$ cat src/rtl/stream_arbiter_pkg.sv
// Shared types and constants for the burst-framing stream arbiter.
// Header: {tag, 4'h0, ch, seq}; trailer: {tag, 8'h00, count}.
package stream_arbiter_pkg;

    typedef enum logic [1:0] {
        ST_IDLE    = 2'd0,
        ST_HEADER  = 2'd1,
        ST_DATA    = 2'd2,
        ST_TRAILER = 2'd3
    } state_t;

    localparam logic [7:0] DEF_HDR_TAG = 8'hA5;
    localparam logic [7:0] DEF_TRL_TAG = 8'h5A;

    localparam int unsigned TAG_MSB = 31;
    localparam int unsigned TAG_LSB = 24;
    localparam int unsigned CH_MSB  = 19;
    localparam int unsigned CH_LSB  = 16;
    localparam int unsigned SEQ_MSB = 15;
    localparam int unsigned SEQ_LSB = 0;
    localparam int unsigned CNT_MSB = 15;
    localparam int unsigned CNT_LSB = 0;

    function automatic logic [3:0] onehot_to_idx(input logic [15:0] oh);
        logic [3:0] idx;
        idx = '0;
        for (int unsigned i = 0; i < 16; i++) begin
            if (oh[i]) idx = 4'(i);
        end
        return idx;
    endfunction

endpackage

$ cat src/rtl/stream_arbiter_if.sv
// Producer-side request bus and FX3 stream write side of the arbiter.
interface stream_arbiter_if #(
    parameter int unsigned N_CH = 2
);
    logic [N_CH*32-1:0] req_data_i;
    logic [N_CH-1:0]    req_valid_i;
    logic [N_CH-1:0]    req_ready_o;
    logic [31:0]        stream_data_o;
    logic               stream_write_o;
    logic               stream_full_i;

    modport master (
        input  req_data_i, req_valid_i, stream_full_i,
        output req_ready_o, stream_data_o, stream_write_o
    );

    modport slave (
        output req_data_i, req_valid_i, stream_full_i,
        input  req_ready_o, stream_data_o, stream_write_o
    );
endinterface

$ cat src/rtl/stream_arbiter_rr_pick.sv
// Combinational round-robin picker: first valid requester at or after ptr, with wrap.
module rr_pick #(
    parameter int unsigned N_CH = 2
) (
    input  logic [N_CH-1:0] req_valid,
    input  logic [3:0]      ptr,
    output logic [N_CH-1:0] grant,
    output logic            found
);
    logic [N_CH-1:0]   rot;
    logic [N_CH-1:0]   sel;
    logic [2*N_CH-1:0] sel_wide;

    // Rotate so the pointer lands on bit 0, take the lowest set bit, rotate back.
    always_comb begin
        rot   = N_CH'({req_valid, req_valid} >> ptr);
        sel   = '0;
        found = 1'b0;
        for (int unsigned i = 0; i < N_CH; i++) begin
            if (!found && rot[i]) begin
                sel[i] = 1'b1;
                found  = 1'b1;
            end
        end
        sel_wide = {{N_CH{1'b0}}, sel} << ptr;
        grant    = sel_wide[N_CH-1:0] | sel_wide[2*N_CH-1:N_CH];
    end
endmodule

$ cat src/rtl/stream_arbiter.sv
// Burst round-robin arbiter in front of the FX3 stream FIFO write port.
// Each burst is framed by a header (channel, sequence) and a trailer (word count).
module stream_arbiter
    import stream_arbiter_pkg::*;
#(
    parameter int unsigned N_CH      = 2,
    parameter int unsigned MAX_BURST = 256,
    parameter logic [7:0]  HDR_TAG   = DEF_HDR_TAG,
    parameter logic [7:0]  TRL_TAG   = DEF_TRL_TAG
) (
    input  logic               clk,
    input  logic               rstn,
    input  logic               enable_i,
    stream_arbiter_if.master   bus,
    output logic [N_CH-1:0]    grant_o,
    output logic               busy_o
);
    localparam logic [15:0] LAST_CNT = 16'(MAX_BURST - 1);
    localparam logic [3:0]  LAST_CH  = 4'(N_CH - 1);

    state_t                 state;
    logic [3:0]             ch_q;
    logic [3:0]             ptr_q;
    logic [15:0]            cnt_q;
    logic [N_CH-1:0][15:0]  seq_q;

    logic [N_CH-1:0] pick_grant;
    logic            pick_found;

    logic        cur_valid;
    logic [31:0] cur_data;
    logic [15:0] cur_seq;
    logic [31:0] hdr_word;
    logic [31:0] trl_word;

    rr_pick #(.N_CH(N_CH)) u_pick (
        .req_valid (bus.req_valid_i),
        .ptr       (ptr_q),
        .grant     (pick_grant),
        .found     (pick_found)
    );

    // grant_o doubles as the one-hot select of the current owner
    always_comb begin
        cur_valid = 1'b0;
        cur_data  = '0;
        cur_seq   = '0;
        for (int unsigned i = 0; i < N_CH; i++) begin
            if (grant_o[i]) begin
                cur_valid = bus.req_valid_i[i];
                cur_data  = bus.req_data_i[32*i +: 32];
                cur_seq   = seq_q[i];
            end
        end
    end

    always_comb begin
        hdr_word                  = '0;
        hdr_word[TAG_MSB:TAG_LSB] = HDR_TAG;
        hdr_word[CH_MSB:CH_LSB]   = ch_q;
        hdr_word[SEQ_MSB:SEQ_LSB] = cur_seq;
        trl_word                  = '0;
        trl_word[TAG_MSB:TAG_LSB] = TRL_TAG;
        trl_word[CNT_MSB:CNT_LSB] = cnt_q;
    end

    always_comb begin
        bus.stream_write_o = 1'b0;
        bus.stream_data_o  = '0;
        bus.req_ready_o    = '0;
        case (state)
            ST_HEADER: begin
                bus.stream_write_o = !bus.stream_full_i;
                bus.stream_data_o  = hdr_word;
            end
            ST_DATA: begin
                bus.stream_data_o = cur_data;
                if (cur_valid && !bus.stream_full_i) begin
                    bus.stream_write_o = 1'b1;
                    bus.req_ready_o    = grant_o;
                end
            end
            ST_TRAILER: begin
                bus.stream_write_o = !bus.stream_full_i;
                bus.stream_data_o  = trl_word;
            end
            default: ;
        endcase
    end

    always_ff @(posedge clk or negedge rstn) begin
        if (!rstn) begin
            state   <= ST_IDLE;
            ch_q    <= '0;
            ptr_q   <= '0;
            cnt_q   <= '0;
            seq_q   <= '0;
            grant_o <= '0;
            busy_o  <= 1'b0;
        end else begin
            case (state)
                ST_IDLE: begin
                    if (enable_i && pick_found) begin
                        grant_o <= pick_grant;
                        ch_q    <= onehot_to_idx(16'(pick_grant));
                        cnt_q   <= '0;
                        busy_o  <= 1'b1;
                        state   <= ST_HEADER;
                    end
                end
                ST_HEADER: begin
                    if (!bus.stream_full_i) begin
                        for (int unsigned i = 0; i < N_CH; i++) begin
                            if (grant_o[i]) seq_q[i] <= seq_q[i] + 16'd1;
                        end
                        state <= ST_DATA;
                    end
                end
                ST_DATA: begin
                    // A stall freezes the burst, even across a valid gap.
                    if (!bus.stream_full_i) begin
                        if (cur_valid) begin
                            cnt_q <= cnt_q + 16'd1;
                            if (cnt_q == LAST_CNT) state <= ST_TRAILER;
                        end else begin
                            state <= ST_TRAILER;
                        end
                    end
                end
                ST_TRAILER: begin
                    if (!bus.stream_full_i) begin
                        ptr_q   <= (ch_q == LAST_CH) ? '0 : ch_q + 4'd1;
                        grant_o <= '0;
                        busy_o  <= 1'b0;
                        state   <= ST_IDLE;
                    end
                end
                default: state <= ST_IDLE;
            endcase
        end
    end
endmodule
$ cat src/flat_wrapper.sv
// flat-port wrapper written by rule: the top's interface ports become plain ports
module stream_arbiter_flat import stream_arbiter_pkg::*;
#(
    parameter int unsigned N_CH      = 2,
    parameter int unsigned MAX_BURST = 256,
    parameter logic [7:0]  HDR_TAG   = DEF_HDR_TAG,
    parameter logic [7:0]  TRL_TAG   = DEF_TRL_TAG
)
  (clk, rstn, enable_i, grant_o, busy_o, bus_req_data_i, bus_req_valid_i, bus_stream_full_i, bus_req_ready_o, bus_stream_data_o, bus_stream_write_o);
  stream_arbiter_if #(.N_CH(N_CH)) bus_i ();
  input  logic clk;
  input  logic rstn;
  input  logic enable_i;
  output logic [N_CH-1:0] grant_o;
  output logic busy_o;
  input wire logic [$bits(bus_i.req_data_i)-1:0] bus_req_data_i;
  input wire logic [$bits(bus_i.req_valid_i)-1:0] bus_req_valid_i;
  input wire logic [$bits(bus_i.stream_full_i)-1:0] bus_stream_full_i;
  output wire logic [$bits(bus_i.req_ready_o)-1:0] bus_req_ready_o;
  output wire logic [$bits(bus_i.stream_data_o)-1:0] bus_stream_data_o;
  output wire logic [$bits(bus_i.stream_write_o)-1:0] bus_stream_write_o;
  assign bus_i.req_data_i = bus_req_data_i;
  assign bus_i.req_valid_i = bus_req_valid_i;
  assign bus_i.stream_full_i = bus_stream_full_i;
  assign bus_req_ready_o = bus_i.req_ready_o;
  assign bus_stream_data_o = bus_i.stream_data_o;
  assign bus_stream_write_o = bus_i.stream_write_o;
  stream_arbiter #(.N_CH(N_CH), .MAX_BURST(MAX_BURST), .HDR_TAG(HDR_TAG), .TRL_TAG(TRL_TAG)) u_core (.clk(clk), .rstn(rstn), .enable_i(enable_i), .bus(bus_i), .grant_o(grant_o), .busy_o(busy_o));
endmodule
$ cat config.mk
export PLATFORM = sky130hd
export DESIGN_NAME = stream_arbiter_flat
export DESIGN_NICKNAME = d
export VERILOG_FILES = /design/src/rtl/stream_arbiter_pkg.sv /design/src/rtl/stream_arbiter_if.sv /design/src/rtl/stream_arbiter_rr_pick.sv /design/src/rtl/stream_arbiter.sv /design/src/flat_wrapper.sv
export SDC_FILE = /design/constraint.sdc
export NUM_CORES = 1
export LEC_CHECK = 0
export BUFFER_PORTS_ARGS = -buffer_cell sky130_fd_sc_hd__buf_2
export CORE_UTILIZATION = 40
export DETAILED_ROUTE_END_ITERATION = 6
export MAX_ROUTING_LAYER = met4
export PLACE_DENSITY = 0.72
export SYNTH_ARGS = -nofsm -noshare
export SYNTH_HDL_FRONTEND = slang
export SYNTH_HIERARCHICAL = 1
export SYNTH_SLANG_ARGS = --single-unit
$ cat constraint.sdc
create_clock -name clk -period 2.1 [get_ports clk]
set_input_delay 0.42 -clock clk [delete_from_list [all_inputs] [get_ports clk]]
set_output_delay 0.42 -clock clk [all_outputs]
set_load 0.05 [all_outputs]
* Word level (Yosys, flattened, before mapping)
Cells that the tools add are included.
Operators by class: $add $sub $neg 4, multiply operators 0, divide/modulo/power cells 0, order comparisons 0, equal/unequal tests 11, shift-type cells 2, muxes and demuxes 32, bitwise logic cells 2, reduce and logical (&&, ||, !) cells 16
Operators with widths (number):
- $pmux W32 S3 | 1
- $mux W16 | 5
- $mux W32 | 2
- $add A16 B1 Y16 const B | 3
- $pmux W16 S2 | 1
- $mux W2 | 9
- $eq A16 B8 Y1 const B | 1
- $mux W1 | 9
- $reduce_and A3 Y1 | 3
- $pmux W2 S4 | 1
- $ne A2 B2 Y1 const B | 3
- $reduce_and A5 Y1 | 1
- $add A4 B1 Y4 const B | 1
- $eq A2 B2 Y1 const B | 2
- $eq A4 B1 Y1 const B | 1
- $mux W4 | 1
- $ne A2 B1 Y1 const B | 2
- $pmux W1 S2 | 2
- $pmux W2 S2 | 1
- $reduce_and A2 Y1 | 2
- $reduce_and A4 Y1 | 1
- $reduce_bool A2 Y1 | 2
- $shl A2 B4 Y4 | 1
- $shr A4 B4 Y2 | 1
- other kinds (8) | 11
Word-level totals: flip-flop bits (word level) 61, bits in latches 0, RAM bits 0, bits in read-only memories 0, output and inout bits 38, word-level logic and storage cells 75, memories 0

* Logic depth before layout (Yosys ltp)
depth in word-level cells 9, depth in mapped cells 8, mapped depth without buffers 6

* By module
The synthesis kept the hierarchy.
By module, submodules not included:
- stream_arbiter | instances 1, cells each 394, area an instance 3598.5 µm², seq. area each 1376.3 µm²
- rr_pick | instances 1, cells each 7, area an instance 45.0 µm², seq. area each 0.0 µm²

* Worst setup path before layout
No wires, ideal clock.
path type flip-flop to output port, start register u_core.grant_o[0], end output port bus_stream_data_o[25], arrival time 2.512 ns, data required time 1.680 ns, path slack -0.832 ns, stages on the path, launching flop included 6, path buffers 2, cells stage by stage dfrtp_1 > nor2b_1 > clkbuf_1 > clkbuf_1 > a22oi_1 > o21ai_0
On the way: cells in the longest elaborated chain, start to end 3
Ends and longest elaborated chain:
- from (decl) | line stream_arbiter.sv:15 | output logic [N_CH-1:0] grant_o,
- from (signal assigned) | line stream_arbiter.sv:104 | grant_o <= pick_grant;
- $mux W32 (2 in series) | line stream_arbiter.sv:49 | if (grant_o[i]) begin
- $pmux W32 S3 | line stream_arbiter.sv:71 | case (state)
- to (decl) | line flat_wrapper.sv:20 | output wire logic [$bits(bus_i.stream_data_o)-1:0] bus_stream_data_o;
Every way passes these cells.

* Worst setup path after layout
start register u_core.state[0], end output port bus_stream_data_o[6]
On the way: cells in the longest elaborated chain, start to end 2, elaborated cells between the ends (all ways) 4, classes of those cells 3 x eq/ne; 1 x mux
Ends and longest elaborated chain:
- from (decl) | line stream_arbiter.sv:21 | state_t state;
- from (signal assigned) | line stream_arbiter.sv:93 | state <= ST_IDLE;
- from (signal assigned) | line stream_arbiter.sv:108 | state <= ST_HEADER;
- from (signal assigned) | line stream_arbiter.sv:116 | state <= ST_DATA;
- $eq A2 B2 Y1 or $eq A2 B1 Y1 (tied branches) | line stream_arbiter.sv:71
- $pmux W32 S3 * | line stream_arbiter.sv:71
Every way passes the cells marked *; elsewhere a longest branch is shown, timed or not.

==> reports/qor.csv <==
metric;value;unit
status;finished, violations left;
violations;setup timing;
crit_path_end_kind;output pin;
port_buffers;107;
yosysTopAreaCellShare;37.77;%
critical_path_required;1680;ps
design.die.area;0.009495;mm2
cts_made_buffers;5;
fmax;0.4124;GHz
clkTransAtPathRegs;100;ps
avgSynthCellArea;9.086;um2
hold_buffers;0;
crit_family;compound AO/OA/AOI/OAI gates;
die_w;97.44;um
crit_path_top_delay_cell;a222oi_1;
clkLatencyLatePin;320;ps
setup_viol;52;
nets;647;
dr.pass1.iters;7;
seq_area_frac_synth;37.77;%
drtIter0Drc;424;
clock-sinks;55;
cp_cell_sequence;ha_2 > buf_12 > a222oi_1 > a21oi_4 > buf_6;
finalInstanceArea;0.006173;mm2
synth.area.top_cells;dfrtp_1 38%, a22o_1 5.3%, nand2_1 5.3%, xnor2_1 5.0%, a222oi_1 4.4%;
clock_skew;12.12;ps
hold_viol_final;0;
yosys.area.top_type;dfrtp_1;
rsz0062_at_grt;yes;
cts_root_buf;clkbuf_8;
ir_worst_vdd;0.0005980;V
maxCapViolCount;0;
gp_congestion;0.8974;
p_leak;2.599;nW
cts_tree;built;
path_buf_inv;2;
crit_type;register to output pin;
reg2reg_slack;-230;ps
grt_pass1_vias;4113;
postRouteAntennaNets;0;
path_max_fanout;15;
avgRoutedWirePerCell;21.78;um
r2r_end;u_core/cnt_q[5];
hpwl;8435;um
cts_buffer_depth;2;
synth.cell_area;0.003643;mm2
p_per_area;962.8;mW/mm2
synth-warning-count;6;
fin_crit;2425;ps
maxSlewHeadroom;58.26;%
postRouteWirelength;14770;um
synthArstFlopShare;100.0;%
track_usage;29.17;%
synth_commonest_cells;55 x dfrtp_1, 51 x nand2_1, 22 x a21oi_1, 22 x a22o_1, 21 x xnor2_1;
worst_slack;-325.0;ps
synth_ff_type;dfrtp_1;
tightest_slew;623.8;ps
grt_overflow;0;
hold_class;primary input to async pin;
core_area;0.008763;mm2
die_h;97.44;um
grt_first_pass_wirelength;21420;um
yosysMostFrequentCell;dfrtp_1;
synth.distinct_cells;54;
initial_core_util;41.58;%
place_area;0.004980;mm2
drive_gt1_share;51.05;%
htreeDepth;2;
r2r_start;u_core/state[0];
vias_per_cell;6.170;
via_count;4183;
r2r_cells;12;
areaGrowthSynthToFinish;69.44;%
final_util;70.45;%
io-pin-count;108;
cp_data_arrival_time;2010;ps
cp_slowest_stage_delay;570;ps
drc;0;
ys_seq_elements;55;
fin_setup_tns;-8744;ps
antenna_found_initial;0;
grt_max_degree;37;
diodes;0;
synth_edf_count;0;
row_count;34;
period_share;115.5;%
postSynthCellCount;401;
worstSetupStartpointType;register;
slew_violations;0;
-- sequential cells by signal (all words and copies together), names as in the netlist --
signal and flops:
u_core/busy_o 1, u_core/ptr_q 1, u_core/ch_q 1, u_core/state 2, u_core/cnt_q 16, u_core/grant_o 2, u_core/seq_q 32
-- per-stage QoR --
step	hold WS [ps]	setup slack, ps	power, mW	instances
floorplan	124.4	-53.54	2.822	404
global placement	400.3	-23.30	3.577	638
detailed placement	409.7	-70.19	3.628	638
CTS	64.29	-309.3	5.119	662
global route	76.99	-369.9	6.143	678
finish	55.82	-325.0	5.944	678
-- cells by family (layout without fill, tap and decap cells) --
group	count (synthesis)	in the layout	share of synthesized area, %
compound gates	109	109	22.39
xor+xnor	30	30	7.212
fa+ha+maj	8	8	2.747
buf+inv	32	197	3.743
flops	55	55	37.77
mux	11	11	3.159
other cells	1	4	0.1029
simple gates	155	156	22.87
-- how the worst max path moves through the flow --
stage                          from  cells past startpoint                    end
CTS                 u_core/state[1]                      8   bus_stream_data_o[6]
global placement    u_core/state[0]                      7   bus_stream_data_o[9]
floorplan           u_core/state[0]                      6  bus_stream_data_o[24]
global route        u_core/state[0]                      5   bus_stream_data_o[6]
finish              u_core/state[0]                      5   bus_stream_data_o[6]
detailed placement  u_core/state[1]                      8  bus_stream_data_o[10]
-- what timing repair did --
action / in CTS / in global routing
setup endpoints to repair: 40 / 51
buffers inserted: 13 / 16
resized for setup: 117 / 71
gates cloned: 4 / 4
pin swaps: 30 / 45
-- per-layer routing --
| metal | part of all wire, % | GRT usage, % | routed length (um) |
|---|---|---|---|
| met1 | 38 | 35.93 | 5541 |
| met2 | 51 | 47.98 | 7507 |
| met3 | 7.0 | 3.813 | 1036 |
| met4 | 4.6 | 12.90 | 682 |
| met5 | 0 | - | 0 |
-- placed cells by master (no fill, tap or decap), types with 6 or more instances in the layout --
master and n:
a21oi_2 6, a21oi_4 15, a222oi_1 16, a22o_1 22
a22oi_2 16, and3_1 7, buf_12 8, buf_2 72
buf_4 40, buf_6 49, buf_8 10, dfrtp_1 52
mux2i_1 7, nand2_1 48, nand2b_1 10, nand3_1 11
nand4_1 14, nor2_1 9, nor2_4 9, nor4_4 7
o21ai_4 9, xnor2_1 21, xor2_1 9
-- area by class of cell --
cell class | instances | area [um2]
multi-input cells | 318 | 2861
fillers | 564 | 2590
repair buffers | 183 | 1635
flip-flops and latches | 55 | 1380
well taps | 108 | 135.1
clock buffers | 5 | 68.82
clock inverters | 3 | 67.56
inverters | 6 | 25.02
-- power breakdown --
group          internal (mW)  switching (mW)
Sequential              1.14           0.102
Clock                  0.476           0.367
Combinational           1.73            2.13
Total                   3.35            2.60
Power figures use the tool's default switching activity.
